$ cat src/rtl/regfile_dbg_port.sv
// Debug save/restore engine: sweeps r1..r31 of the integer register file, either streaming
// them out through read port 1 (dump) or writing an input stream through the write port (load).
module regfile_dbg_port #(
    parameter int n = 32
) (
    input  logic         clock,
    input  logic         reset,
    input  logic         start,
    input  logic         mode,
    output logic         busy,
    output logic         done,
    output logic [4:0]   rR1,
    input  logic [n-1:0] dR1,
    output logic         regw,
    output logic [4:0]   waddr,
    output logic [n-1:0] wdata,
    output logic         dout_valid,
    input  logic         dout_ready,
    output logic [n-1:0] dout_data,
    output logic [4:0]   dout_idx,
    input  logic         din_valid,
    output logic         din_ready,
    input  logic [n-1:0] din_data,
    output logic [2:0]   dbg_state
);

    typedef enum logic [2:0] {
        S_IDLE  = 3'd0,
        S_DUMP  = 3'd1,
        S_DRAIN = 3'd2,
        S_LOAD  = 3'd3,
        S_DONE  = 3'd4
    } state_t;

    state_t         r_state;
    state_t         w_next;
    logic [4:0]     r_idx;
    logic           r_dout_valid;
    logic [n-1:0]   r_dout_data;
    logic [4:0]     r_dout_idx;
    logic           w_slot_free;
    logic           w_dump_load;
    logic           w_din_fire;
    logic           w_idx_last;

    // Both streams: a word moves on the rising edge where valid && ready are both high;
    // the producer keeps valid, data and index stable until that edge.
    always_comb begin
        w_slot_free = !r_dout_valid || dout_ready;
        w_idx_last  = (r_idx == 5'd31);
        w_dump_load = (r_state == S_DUMP) && w_slot_free;
        w_din_fire  = (r_state == S_LOAD) && !reset && din_valid;
        w_next      = r_state;
        case (r_state)
            S_IDLE:  if (start) w_next = mode ? S_LOAD : S_DUMP;
            S_DUMP:  if (w_dump_load && w_idx_last) w_next = S_DRAIN;
            S_DRAIN: if (dout_ready) w_next = S_DONE;
            S_LOAD:  if (w_din_fire && w_idx_last) w_next = S_DONE;
            S_DONE:  w_next = S_IDLE;
            default: w_next = S_IDLE;
        endcase
    end

    always_ff @(posedge clock) begin
        if (reset) begin
            r_state      <= S_IDLE;
            r_idx        <= 5'd1;
            r_dout_valid <= 1'b0;
            r_dout_data  <= '0;
            r_dout_idx   <= 5'd0;
        end else begin
            r_state <= w_next;
            if (r_state == S_IDLE && start) begin
                r_idx <= 5'd1;
            end else if (w_dump_load || w_din_fire) begin
                r_idx <= r_idx + 5'd1;
            end
            // The output register refills in the same cycle its word is taken, so no bubble.
            if (w_dump_load) begin
                r_dout_valid <= 1'b1;
                r_dout_data  <= dR1;
                r_dout_idx   <= r_idx;
            end else if (r_state == S_DRAIN && dout_ready) begin
                r_dout_valid <= 1'b0;
            end
        end
    end

    always_comb begin
        busy       = (r_state == S_DUMP) || (r_state == S_DRAIN) || (r_state == S_LOAD);
        done       = (r_state == S_DONE);
        rR1        = (r_state == S_DUMP) ? r_idx : 5'd0;
        din_ready  = (r_state == S_LOAD) && !reset;
        regw       = w_din_fire;
        waddr      = w_din_fire ? r_idx : 5'd0;
        wdata      = w_din_fire ? din_data : '0;
        dout_valid = r_dout_valid;
        dout_data  = r_dout_data;
        dout_idx   = r_dout_idx;
        dbg_state  = r_state;
    end

endmodule

$ cat config.mk
export PLATFORM = sky130hd
export DESIGN_NAME = regfile_dbg_port
export DESIGN_NICKNAME = d
export VERILOG_FILES = /design/src/rtl/regfile_dbg_port.sv
export SDC_FILE = /design/constraint.sdc
export NUM_CORES = 1
export LEC_CHECK = 0
export CORE_MARGIN = 2
export CORE_UTILIZATION = 35
export CTS_BUF_LIST = sky130_fd_sc_hd__clkbuf_4
export DETAILED_ROUTE_END_ITERATION = 8
export PLACE_DENSITY = 0.82
export REMOVE_ABC_BUFFERS = 1
export SYNTH_ARGS = -nofsm -noshare
export SYNTH_HDL_FRONTEND = slang
export SYNTH_SLANG_ARGS = --single-unit
export TNS_END_PERCENT = 20
$ cat constraint.sdc
create_clock -name clock -period 2.8 [get_ports clock]
set_input_delay 0.84 -clock clock [delete_from_list [all_inputs] [get_ports clock]]
set_output_delay 0.84 -clock clock [all_outputs]
set_load 0.01 [all_outputs]
==> flow_summary.json <==
{
  "status": "finished, final reports clean",
  "ys_seq_area_share_pct": 43.7,
  "slew_violations": 0,
  "worstSetupPathType": "in -> out",
  "routedWlPerCell_um": 14.9,
  "grt.total_usage_pct": 21.9,
  "irDropWorstVdd_v": 0.000326,
  "power_leakage_nw": 1.62,
  "start_util_pct": 35.8,
  "rr_startpoint": "r_idx[0]",
  "ios": 157,
  "yosysWarnings": 0,
  "layout.nets": 511,
  "clock.fmax_mhz": 359,
  "fin_tns_setup_ps": 0,
  "grt_pass1_wl_mm": 11.3,
  "coreArea_sq_um": 5890,
  "start_kind": "input port",
  "first_pass_iters": 4,
  "reg2reg_to": "dbg_state[2]",
  "period_needed_ps": 2780,
  "slowest_stage": "and3b_2",
  "clock_sinks": 46,
  "antenna_found_initial": 0,
  "hold_depth": 2,
  "finalPower_w": 0.00237,
  "drt-initial-drc-count": 110,
  "drive_gt1_share_pct": 20.5,
  "hpwl_mm": 5.12,
  "critical_path.max_stage_delay_ps": 190,
  "ys_top_cells_by_count": "nand2_1 (79), dfxtp_1 (46), and2_1 (43)",
  "yosysMostFrequentCell": "nand2_1",
  "critPathTopFamily": "buffers and inverters",
  "htree_levels": 2,
  "hold_path_end": "dout_idx[2]",
  "root_buffer": "clkbuf_4",
  "numCtsBuffers": 5,
  "cts.clk_slew.worst_paths_ps": 120,
  "worstPathMaxFanout": 5,
  "maxCapViolCount": 0,
  "relSlewSlack_pct": 58.6,
  "diodes": 0,
  "finalSetupViolations": 0,
  "clockBufferDepth": 2,
  "synth_enable_flop_cells": 0,
  "cts_tree": "yes",
  "crit_arrival_ps": 1940,
  "hold_path_class": "reg -> reg",
  "grt_pass1_vias": 2266,
  "yosysTopAreaCell": "dfxtp_1",
  "grt_max_degree": 44,
  "cp-end-kind": "output pin",
  "globalRouteOverflowTotal": 0,
  "vias": 2418,
  "die_h_um": 81.6,
  "areaGrowthSynthToFinish_pct": 84.3,
  "synth_area_sq_um": 2110,
  "path_buf_inv": 5,
  "synth-seq-cells": 46,
  "ys_types": 33,
  "drcViolationCount": 0,
  "netlist.area_leader.share_pct": 43.7,
  "crit_chain": "buf_6 > and3b_2 > and2b_4 > buf_6 > buf_6 > buf_16 > and2_1 > buf_2",
  "rows": 28,
  "hold_viol": 0,
  "ff2ff_path_depth": 7,
  "synth_area_leaders": "dfxtp_1 (44%), nand2_1 (14%), and2_1 (13%)",
  "syn_area_per_cell_sq_um": 7.77,
  "fin_crit_sh_pct": 99.5,
  "clk_latency_ps": 340,
  "cts_hold_buf": 0,
  "gp_congestion": 0.797,
  "rrSetupSlack_ps": 820,
  "synthCells": 271,
  "clock_skew_ps": 8.96,
  "antenna_left": 0,
  "cpMostUsedCell": "buf_6",
  "min_from": "dout_idx[2]",
  "rsz0062_at_grt": "yes",
  "dieArea_sq_um": 6660,
  "port_buffers": 156,
  "wl_mm": 7.63,
  "power_density_nw_per_um2": 610,
  "crit_required_ps": 1960,
  "worst_slew_pin_slew_ps": 605,
  "via_per_inst": 4.70,
  "synthFlopType": "dfxtp_1",
  "fp.dieW_um": 81.6,
  "synthArstFlopShare_pct": 0
}
==> worst max-delay path by stage <==
| stage | startpoint | slack [ps] | to | cells after the start |
|---|---|---|---|---|
| after floorplan | reset | 80 | waddr[0] | 3 |
| after global placement | reset | -580 | wdata[29] | 6 |
| final | din_valid | 20 | wdata[16] | 8 |
| after global routing | dbg_state[2] | -30 | rR1[0] | 4 |
| after CTS | din_valid | -7 | waddr[1] | 8 |
| after detailed placement | reset | -580 | wdata[10] | 6 |
==> cell usage in the layout, fill, tap and decap left out, types with 2 or more instances in the layout <==
| cell | n |
|---|---|
| buf_6 | 14 |
| nand3_1 | 2 |
| a21oi_1 | 41 |
| clkbuf_4 | 5 |
| nand2_1 | 79 |
| dfxtp_1 | 45 |
| clkdlybuf4s50_1 | 114 |
| buf_16 | 3 |
| ha_1 | 2 |
| buf_2 | 29 |
| clkinv_2 | 2 |
| and2_1 | 32 |
| buf_12 | 2 |
| nor3_1 | 4 |
| and3_1 | 2 |
| o21ai_0 | 4 |
| buf_4 | 15 |
| nand2b_1 | 2 |
| inv_1 | 2 |
| nor2_1 | 7 |
| and2_4 | 11 |
==> repair_timing <==
action,4_1_cts,5_1_grt
endpoints found under the setup margin,44,28
cloned,4,0
pin swaps,1,2
gates resized for setup,181,13
setup buffers,11,1
==> state kept, by name, summed over array words and instances (netlist names) <==
register,count
dout_data,32
dout_valid,1
r_idx,5
dout_idx,5
dbg_state,3
==> through the flow <==
stage | worst slack, ps | instance area, sq um | hold slack [ps] | cells | util [%]
floorplan | 80.8 | 2000 | 456 | 252 | -
global placement | -581 | 3740 | 441 | 493 | 63.6
detailed placement | -578 | 3740 | 446 | 493 | 63.6
CTS | -6.66 | 3860 | 464 | 515 | 65.7
global route | -27.9 | 3880 | 489 | 514 | 66.0
finish | 15.0 | 3880 | 462 | 514 | 66.0
==> metal layers <==
metal	global-route usage, %	share of wire, %	wire (um)	up-vias
met5	0	0	0	-
met4	5.17	1.2	95	0
met1	26.9	42	3170	1145
met3	3.85	3.7	279	8
li1	-	-	-	1213
met2	39.8	54	4090	52
==> kinds of logic after synthesis <==
group           share of synthesized area [%]
mux                                     0.475
buf+inv                                  5.40
simple gates                             35.6
compound gates                           13.2
flops                                    43.7
xor+xnor                                0.416
fa+ha+maj                                1.19
==> tightest hold or removal path, cell delays in order (launching register included) <==
cell and delay [ps]:
dfxtp_1 330, nand2_1 50, a21oi_1 50
==> report_power, final <==
group          internal, W  total [W]  switching [W]
Clock            0.0000908   0.000288       0.000197
Combinational     0.000610    0.00120       0.000589
Sequential        0.000793   0.000884      0.0000911
==> area by class of cell <==
type / count / area [sq um]
repair buffers: 180 / 1710
flip-flops and latches: 46 / 922
clock buffers: 5 / 37.5
multi-input cells: 204 / 1100
clock inverters: 2 / 10.0
inverters: 2 / 7.51
fillers: 501 / 2000
well taps: 75 / 93.8
Note: power is estimated with default switching activity, not from simulation.
